### src/rtl/io_read_bus_pkg.sv
// Shared types and helpers for the I/O read collector: FSM state encoding,
// default data width, and index-width sizing.
package io_read_bus_pkg;

  typedef enum logic [0:0] {
    ST_IDLE = 1'b0,
    ST_WAIT = 1'b1
  } state_e;

  localparam int DEFAULT_DW = 16;

  // Index width that stays at least one bit for single-channel builds.
  function automatic int idx_width(input int n);
    return (n > 1) ? $clog2(n) : 1;
  endfunction

endpackage

### src/rtl/io_prio_enc.sv
// Lowest-index-wins priority encoder with none/multi flags; purely combinational.
// Zero latency, no flow control.
module io_prio_enc
  import io_read_bus_pkg::*;
#(
  parameter int N = 4
) (
  input  logic [N-1:0]            vec,
  output logic [idx_width(N)-1:0] idx,
  output logic                    none,
  output logic                    multi
);

  localparam int IW = idx_width(N);

  always_comb begin
    idx   = '0;
    none  = (vec == '0);
    // Clearing the lowest set bit leaves something only if two or more were set.
    multi = ((vec & (vec - N'(1))) != '0);
    for (int i = N - 1; i >= 0; i--) begin
      if (vec[i]) idx = IW'(i);
    end
  end

endmodule

### src/rtl/io_read_bus.sv
// Registered I/O read collector: priority-selects a channel, waits its configured
// cycles, captures data. Latency 1+w cycles; requests arriving while busy are dropped.
module io_read_bus
  import io_read_bus_pkg::*;
#(
  parameter int                NCH      = 4,
  parameter int                DW       = DEFAULT_DW,
  parameter int                WW       = 3,
  parameter logic [NCH*WW-1:0] WAIT_CFG = '0
) (
  input  logic              clk,
  input  logic              reset,
  input  logic              rd_req,
  input  logic [NCH-1:0]    cs,
  input  logic [NCH*DW-1:0] ch_data,
  input  logic              err_clr,
  output logic [DW-1:0]     rd_data,
  output logic              rd_valid,
  output logic              busy,
  output logic [NCH-1:0]    ch_rd_strobe,
  output logic              err_nosel,
  output logic              err_multi,
  output logic              err_sticky
);

  localparam int IW = idx_width(NCH);

  state_e          state_q, state_d;
  logic [WW-1:0]   cnt_q, cnt_d;
  logic [IW-1:0]   sel_q, sel_d;
  logic            nosel_q, nosel_d;
  logic            multi_q, multi_d;
  logic [DW-1:0]   rd_data_q, rd_data_d;
  logic            rd_valid_q, rd_valid_d;
  logic            busy_q, busy_d;
  logic [NCH-1:0]  strobe_q, strobe_d;
  logic            err_nosel_q, err_nosel_d;
  logic            err_multi_q, err_multi_d;
  logic            err_sticky_q, err_sticky_d;

  logic [IW-1:0]   enc_idx;
  logic            enc_none;
  logic            enc_multi;
  logic [WW-1:0]   acc_wait;
  logic            cap;
  logic [IW-1:0]   cap_sel;
  logic            cap_nosel;
  logic            cap_multi;

  io_prio_enc #(
    .N (NCH)
  ) u_prio_enc (
    .vec   (cs),
    .idx   (enc_idx),
    .none  (enc_none),
    .multi (enc_multi)
  );

  // A request with no chip select completes immediately regardless of channel 0's wait.
  assign acc_wait = enc_none ? '0 : WAIT_CFG[enc_idx*WW +: WW];

  always_comb begin
    state_d   = state_q;
    cnt_d     = cnt_q;
    sel_d     = sel_q;
    nosel_d   = nosel_q;
    multi_d   = multi_q;
    cap       = 1'b0;
    cap_sel   = sel_q;
    cap_nosel = nosel_q;
    cap_multi = multi_q;

    case (state_q)
      ST_IDLE: begin
        if (rd_req) begin
          sel_d   = enc_idx;
          nosel_d = enc_none;
          multi_d = enc_multi;
          if (acc_wait == '0) begin
            cap       = 1'b1;
            cap_sel   = enc_idx;
            cap_nosel = enc_none;
            cap_multi = enc_multi;
          end else begin
            state_d = ST_WAIT;
            cnt_d   = acc_wait;
          end
        end
      end
      ST_WAIT: begin
        cnt_d = cnt_q - WW'(1);
        if (cnt_q == WW'(1)) begin
          cap     = 1'b1;
          state_d = ST_IDLE;
        end
      end
      default: state_d = ST_IDLE;
    endcase

    rd_data_d   = rd_data_q;
    rd_valid_d  = cap;
    strobe_d    = '0;
    err_nosel_d = cap & cap_nosel;
    err_multi_d = cap & cap_multi;
    if (cap) begin
      rd_data_d = cap_nosel ? '0 : ch_data[cap_sel*DW +: DW];
      for (int i = 0; i < NCH; i++) begin
        strobe_d[i] = !cap_nosel && (cap_sel == IW'(i));
      end
    end
    busy_d       = (state_d == ST_WAIT);
    // A new error outranks a simultaneous clear.
    err_sticky_d = err_nosel_d | err_multi_d | (err_sticky_q & ~err_clr);
  end

  always_ff @(posedge clk) begin
    if (reset) begin
      state_q      <= ST_IDLE;
      cnt_q        <= '0;
      sel_q        <= '0;
      nosel_q      <= 1'b0;
      multi_q      <= 1'b0;
      rd_data_q    <= '0;
      rd_valid_q   <= 1'b0;
      busy_q       <= 1'b0;
      strobe_q     <= '0;
      err_nosel_q  <= 1'b0;
      err_multi_q  <= 1'b0;
      err_sticky_q <= 1'b0;
    end else begin
      state_q      <= state_d;
      cnt_q        <= cnt_d;
      sel_q        <= sel_d;
      nosel_q      <= nosel_d;
      multi_q      <= multi_d;
      rd_data_q    <= rd_data_d;
      rd_valid_q   <= rd_valid_d;
      busy_q       <= busy_d;
      strobe_q     <= strobe_d;
      err_nosel_q  <= err_nosel_d;
      err_multi_q  <= err_multi_d;
      err_sticky_q <= err_sticky_d;
    end
  end

  assign rd_data      = rd_data_q;
  assign rd_valid     = rd_valid_q;
  assign busy         = busy_q;
  assign ch_rd_strobe = strobe_q;
  assign err_nosel    = err_nosel_q;
  assign err_multi    = err_multi_q;
  assign err_sticky   = err_sticky_q;

endmodule

### config.mk
export PLATFORM = sky130hd
export DESIGN_NAME = io_read_bus
export DESIGN_NICKNAME = d
export VERILOG_FILES = /design/src/rtl/io_read_bus_pkg.sv /design/src/rtl/io_prio_enc.sv /design/src/rtl/io_read_bus.sv
export SDC_FILE = /design/constraint.sdc
export NUM_CORES = 1
export LEC_CHECK = 0
export CORE_UTILIZATION = 38
export CTS_CLUSTER_SIZE = 20
export DETAILED_ROUTE_END_ITERATION = 8
export PLACE_DENSITY = 0.83
export SYNTH_ARGS = -nofsm -noshare
export SYNTH_HDL_FRONTEND = slang
export SYNTH_SLANG_ARGS = --single-unit
### constraint.sdc
create_clock -name clk -period 2.2 [get_ports clk]
set_clock_uncertainty 0.05 [all_clocks]
set_input_delay 0.66 -clock clk [delete_from_list [all_inputs] [get_ports clk]]
set_output_delay 0.66 -clock clk [all_outputs]
set_load 0.01 [all_outputs]
==> run summary <==
Clock-pin slew was measured on the worst setup and hold paths at 60 ps. TritonCTS created 5 clock buffers. The root buffer cell chosen for the clock tree is sky130_fd_sc_hd__clkbuf_8. Worst endpoint data arrival time: 2230 ps. 97 I/O pins were placed. The netlist uses 35 different library cells. The first global-routing pass estimated 7.941 mm of wire.

For the final setup violation count, the log shows 0. The number of pins with negative max-slew slack in the final report was 0. Setup repair after global routing left no endpoint under its margin. The measured slew at the worst slew-check pin was 323.5 ps; the number of inserted diodes was 0. The most common cell after layout, fill and taps aside was sky130_fd_sc_hd__clkdlybuf4s50_1. In this run the post-CTS setup repair buffer count came out at 0.

The tools report the reported leakage power as 1.308 nW. The count of mapped cells out of synthesis came out at 188. The clock reaches the later pin of the worst-skew pair after 280 ps.

The library cells used most frequently in the layout, excluding fill and tap cells, are sky130_fd_sc_hd__clkdlybuf4s50_1, sky130_fd_sc_hd__dfxtp_1, sky130_fd_sc_hd__buf_4. The routed length per placed instance was 14.53 um; the initial DRC count was 124. Summing over every cut layer, the via total after detailed routing is 1918.

The final clock period utilization by the worst path was 0.9606; the detailed-route DRC error count was 0. The number of antenna-violating nets in the routed design is 0, and the number of detailed-routing iterations run before antenna repair is 4. The width of the die came out at 68.28 um.

The number of nets at the end of the flow was 380; the initial antenna violation count was 0. The logs give 1669 sq um for the synthesized cell area and 2 for the H-tree depth. Row generation in the floorplan step produced 23 rows. The run finished with clean final reports. Entering global routing, the biggest net connects 28 pins.

When the netlist entered floorplanning its net count stood at 262. The worst relative slew slack came out at 0.7835. Maximum fanout count along the critical path: 4. The overall fraction of global-route tracks in use came out at 0.2333. The portion of the post-synthesis area used by sequential elements came out at 0.3838. At the worst endpoint, the required time is 2320 ps.

The final standard cell utilization of the core is 0.7321. Pre-CTS setup slack: -326.1 ps. After global routing the overflow that remains totals 0. The core region is 4115 sq um.

The startpoint type of the worst setup path was an input port. Each instance of the synthesized netlist takes up on average 8.878 sq um. Timing would allow up to 0.4732 GHz.

The clock drives 32 sinks. The tool flagged a number of max-cap violations equal to 0. For the finished layout, the period the worst path requires is 2113 ps.

The vias per cell came out at 5.373. The class of the worst hold path is reg -> reg. The tools report the initial core utilization as 0.4056. The fraction of layout instances using a drive strength above 1 came out at 0.1466. Number of global-route vias before repair: 1772.

For the final count of hold timing violations, the log shows 0. TritonCTS built the clock tree. Clock tree buffer depth: 2.

Final weighted congestion in routability-driven placement: 0.7836. By startpoint and endpoint, the worst setup path is classified as in -> reg. Summed over all layers, the routed wires come to 5.188 mm.

The synthesized design contains 32 register bits. The number of warnings printed during yosys synthesis is 0. The kind of end point of the critical path was a flip-flop.

The die covers 4661 sq um. The highest ir drop seen on vdd was 0.3116 mV; the count of input and output buffers was 96. The layout-stage area growth over the synthesis result came out at 80.51%. The floorplan step set the die height to 68.28 um. The detailed placement HPWL came out at 3.965 mm. In this run the power density over the cells is 524.6 nW/um^2. The post-route worst setup slack is 86.69 ps.
[Yosys cell counts (all sizes together)]
master / instances / share of area
o221ai: 6 / 0.031
o2bb2ai: 1 / 0.0052
nand2b: 2 / 0.012
o211a: 1 / 0.0060
nor2: 17 / 0.038
a211oi: 1 / 0.0045
maj3: 1 / 0.0060
xnor2: 1 / 0.0052
a211o: 10 / 0.052
a31oi: 1 / 0.0038
and3: 10 / 0.037
mux2i: 12 / 0.072
dfxtp: 32 / 0.38
xor2: 1 / 0.0052
a32o: 10 / 0.060
clkbuf: 10 / 0.022
nand2: 11 / 0.025
o211ai: 1 / 0.0045
nand3: 21 / 0.063
inv: 5 / 0.011
a2bb2oi: 1 / 0.0052
nand3b: 1 / 0.0045
nor3b: 1 / 0.0045
and2: 1 / 0.0038
buf: 6 / 0.029
ha: 2 / 0.015
a21oi: 3 / 0.016
a21o: 2 / 0.0090
nor4: 1 / 0.013
nor3: 2 / 0.0060
nor2b: 4 / 0.015
o21ai: 10 / 0.030
[worst max-delay path, cell delays in order]
cell and delay, ps:
sky130_fd_sc_hd__dlygate4sd2_1 260, sky130_fd_sc_hd__nor2b_2 160, sky130_fd_sc_hd__o211ai_1 300, sky130_fd_sc_hd__nand2_1 140, sky130_fd_sc_hd__buf_4 170, sky130_fd_sc_hd__a211o_1 290, sky130_fd_sc_hd__a32o_1 260
[power breakdown]
part / total, mW / switching (mW) / internal, mW
Sequential: 0.627 / 0.0147 / 0.612
Combinational: 0.412 / 0.150 / 0.262
Clock: 0.542 / 0.206 / 0.336
Total: 1.58 / 0.371 / 1.21
[path summary, 6_finish.rpt]
check | from | end | slack (ps) | cells after the start
hold / removal | rd_data[9] | rd_data[9] | 410 | 2
setup reg to reg | cnt_q[0] | rd_data[7] | 340 | 7
setup / recovery | cs[3] | rd_data[13] | 90 | 7
hold reg to reg | rd_data[9] | rd_data[9] | 410 | 2
[area by class of cell]
type	instances	area (sq um)
repair buffers	127	1242
fillers	337	1102
multi-input cells	135	939.7
flip-flops and latches	32	641.9
clock buffers	6	72.57
well taps	50	62.56
clock inverters	2	35.03
inverters	5	18.77
[layer usage]
metal  up-vias  share of wire  GRT usage
li1        926              -          -
met1       881           0.39     0.2651
met2        99           0.51     0.4069
met3        12          0.089    0.07833
met4         0          0.018    0.07292
met5         -              0          0
[sequential cells by signal, indices dropped and copies added, names as in the netlist]
register      flops
rd_data          16
ch_rd_strobe      4
cnt_q             3
sel_q             2
busy              1
err_multi         1
err_nosel         1
err_sticky        1
multi_q           1
nosel_q           1
rd_valid          1
[logic make-up after synthesis]
logic type | share of synthesized area
simple gates | 0.2219
fa+ha+maj | 0.02099
compound gates | 0.2279
mux | 0.07197
flops | 0.3838
xor+xnor | 0.01050
buf+inv | 0.06297
[timing repair]
action / in CTS / in global routing
endpoints found under the setup margin: 14 / 11
hold buffers: 0 / 0
resized for setup: 10 / 2
endpoints found under the hold margin: 0 / 0
cloned: 1 / 0
pin swaps: 4 / 1
[through the flow]
stage	power [mW]	setup TNS (ps)	area, sq um	hold WS (ps)	instances
finish	1.581	0	3013	414.3	357
global placement	1.041	-5330	2882	392.3	348
detailed placement	1.048	-6053	2882	403.7	348
global route	1.654	0	3013	435.3	357
floorplan	0.7871	0	1669	415.8	188
CTS	1.591	0	3009	417.8	357
No activity file was read; power rests on OpenSTA's default activity.
==> variant (config.mk and constraints unchanged) <==
`WW`: 3 -> 6.
--- a/src/rtl/io_read_bus.sv
+++ b/src/rtl/io_read_bus.sv
@@ -5,7 +5,7 @@
 #(
   parameter int                NCH      = 4,
   parameter int                DW       = DEFAULT_DW,
-  parameter int                WW       = 3,
+  parameter int                WW       = 6,
   parameter logic [NCH*WW-1:0] WAIT_CFG = '0
 ) (
   input  logic              clk,
Behaviour: no difference found for any inputs over 10 cycles, from zero or initial values and one cycle with reset high; that may be too few to reach the edited logic, so the function may still have changed.
==> variant against the unedited design <==
Final area grew 11%. Maximum frequency fell by 1.5%. Worst setup slack got worse by 33 ps. Wire length rose by 22%. Count of clock-buffer cells in the layout decreased by 1. Register-to-register slack worse by 60 ps. Sequential cell count up 3. Via count grew 15%. Combinational power is 10% higher. Area after synthesis rose by 22%. Global-route usage fell by 1.1 points. Power grew 10%. Synthesized cell count up 33%. Sequential share of layout area shrank 0.36 points.
==> variant: results (changes against the unedited design) <==
outcome:
  status: "finished, final reports clean"
routing:
  num_vias: 2213  # +15%
  wl_mm: 6.32  # +22%
  dr.first_iter.drc_count: 122  # -1.6%
timing:
  fmax_mhz: 466  # -1.5%
  finalHoldWorstSlack_ps: 414  # -0.0840 ps
  slew_headroom_pct: 54.9  # -23 points
final_layout:
  fillers: 434  # +29%
  drive_gt1_share_pct: 18.3  # +3.7 points
  final_nets: 428  # +13%
worst_setup_path:
  cp.arrival_ps: 2280  # +50 ps
  critical_path.max_fanout: 6  # +2
  cpMaxStageDelayCell: "or4_1"
  worst_path_largest_cell_delay_ps: 580  # +280 ps
  reg2reg_slack_ps: 280  # -60 ps
place:
  gp_congestion: 0.878  # +12%
  hpwl_mm: 4.50  # +13%
  place_ws_ps: -492  # -166 ps
pwr:
  p_leak_nw: 1.24  # -4.9%
  peakVddDrop_mv: 0.439  # +41%
logic_synthesis:
  synth_cell_type_count: 37  # +5.7%
  synth_nets: 324  # +24%
  synthTopCellsByArea: "dfxtp_1, a21oi_1, o31ai_2"
clock_tree:
  clk_latency_ps: 300  # +20 ps
  cts.clk_slew.worst_paths_ps: 70
grt:
  grt_pass1_vias: 2059  # +16%
variant: cell types whose count changed after synthesis, moves of 6 or more:
cell	delta
o21ai_0	+6
o31ai_2	+15
o221ai_1	-6
a211o_1	-10
a21oi_2	+11
and3_1	-10
a21oi_1	+54
mux2i_1	-12
a32o_1	-10
nand3_1	-21
nand2_1	+24
variant: worst paths after layout:
check | start | end | cells past startpoint
worst min-delay path | rd_data[2]$_SDFFE_PP0N_ | rd_data[2]$_SDFFE_PP0N_ | 2
worst min register to register | rd_data[2]$_SDFFE_PP0N_ | rd_data[2]$_SDFFE_PP0N_ | 2
worst max register to register | busy$_SDFF_PP0_ | rd_data[3]$_SDFFE_PP0N_ | 6
worst max-delay path | cs[2] | rd_data[4]$_SDFFE_PP0N_ | 5
variant: per-layer routing:
layer | vias to the layer above | routed length (microns) | track usage (%)
li1 | 1096 | - | -
met1 | 1011 | 2670 | 27.7
met2 | 94 | 3110 | 39.2
met3 | 12 | 446 | 3.97
met4 | 0 | 100 | 6.79
met5 | - | 0 | 0
variant: metrics by stage:
| stage | cell area [sq um] | std cells |
|---|---|---|
| floorplan | 2040 | 250 |
| global placement | 3190 | 416 |
| detailed placement | 3190 | 416 |
| CTS | 3360 | 426 |
| global route | 3350 | 425 |
| finish | 3350 | 425 |
variant: layout make-up:
type / instances / share of cell area (%)
Clock buffer: 5 / 2.06
Inverter: 7 / 0.785
Clock inverter: 3 / 1.42
Multi-Input combinational cell: 189 / 36.8
Timing Repair Buffer: 116 / 35.4
Tap cell: 70 / 2.62
Sequential cell: 35 / 20.9
variant: report_power, final:
part | switching, mW | internal, mW | total (mW)
clock | 0.261 | 0.343 | 0.605
sequential | 0.0174 | 0.667 | 0.684
combinational | 0.190 | 0.266 | 0.455
variant: timing repair:
item	in CTS	in global routing
cloned	1	0
pin swaps	2	2
gates resized for setup	5	2
hold buffers	0	0
endpoints found under the hold margin	0	0
endpoints found under the setup margin	19	15
buffers inserted	1	0
variant: worst max-delay path, delay by kind of cell:
family	cells	cell delay, ps
compound gates	2	350
buf+inv	2	680
simple gates	1	580
variant: kinds of logic (layout without fill, tap and decap cells):
| logic type | after synthesis | after routing | share of synthesized area (%) |
|---|---|---|---|
| AOI/OAI and AO/OA | 108 | 108 | 37.3 |
| xor gates and xnor gates | 5 | 5 | 2.14 |
| adders and majority gates | 3 | 3 | 1.72 |
| buffers and inverters | 26 | 131 | 6.80 |
| DFF | 35 | 35 | 34.3 |
| and+or+nand+nor | 73 | 73 | 17.7 |
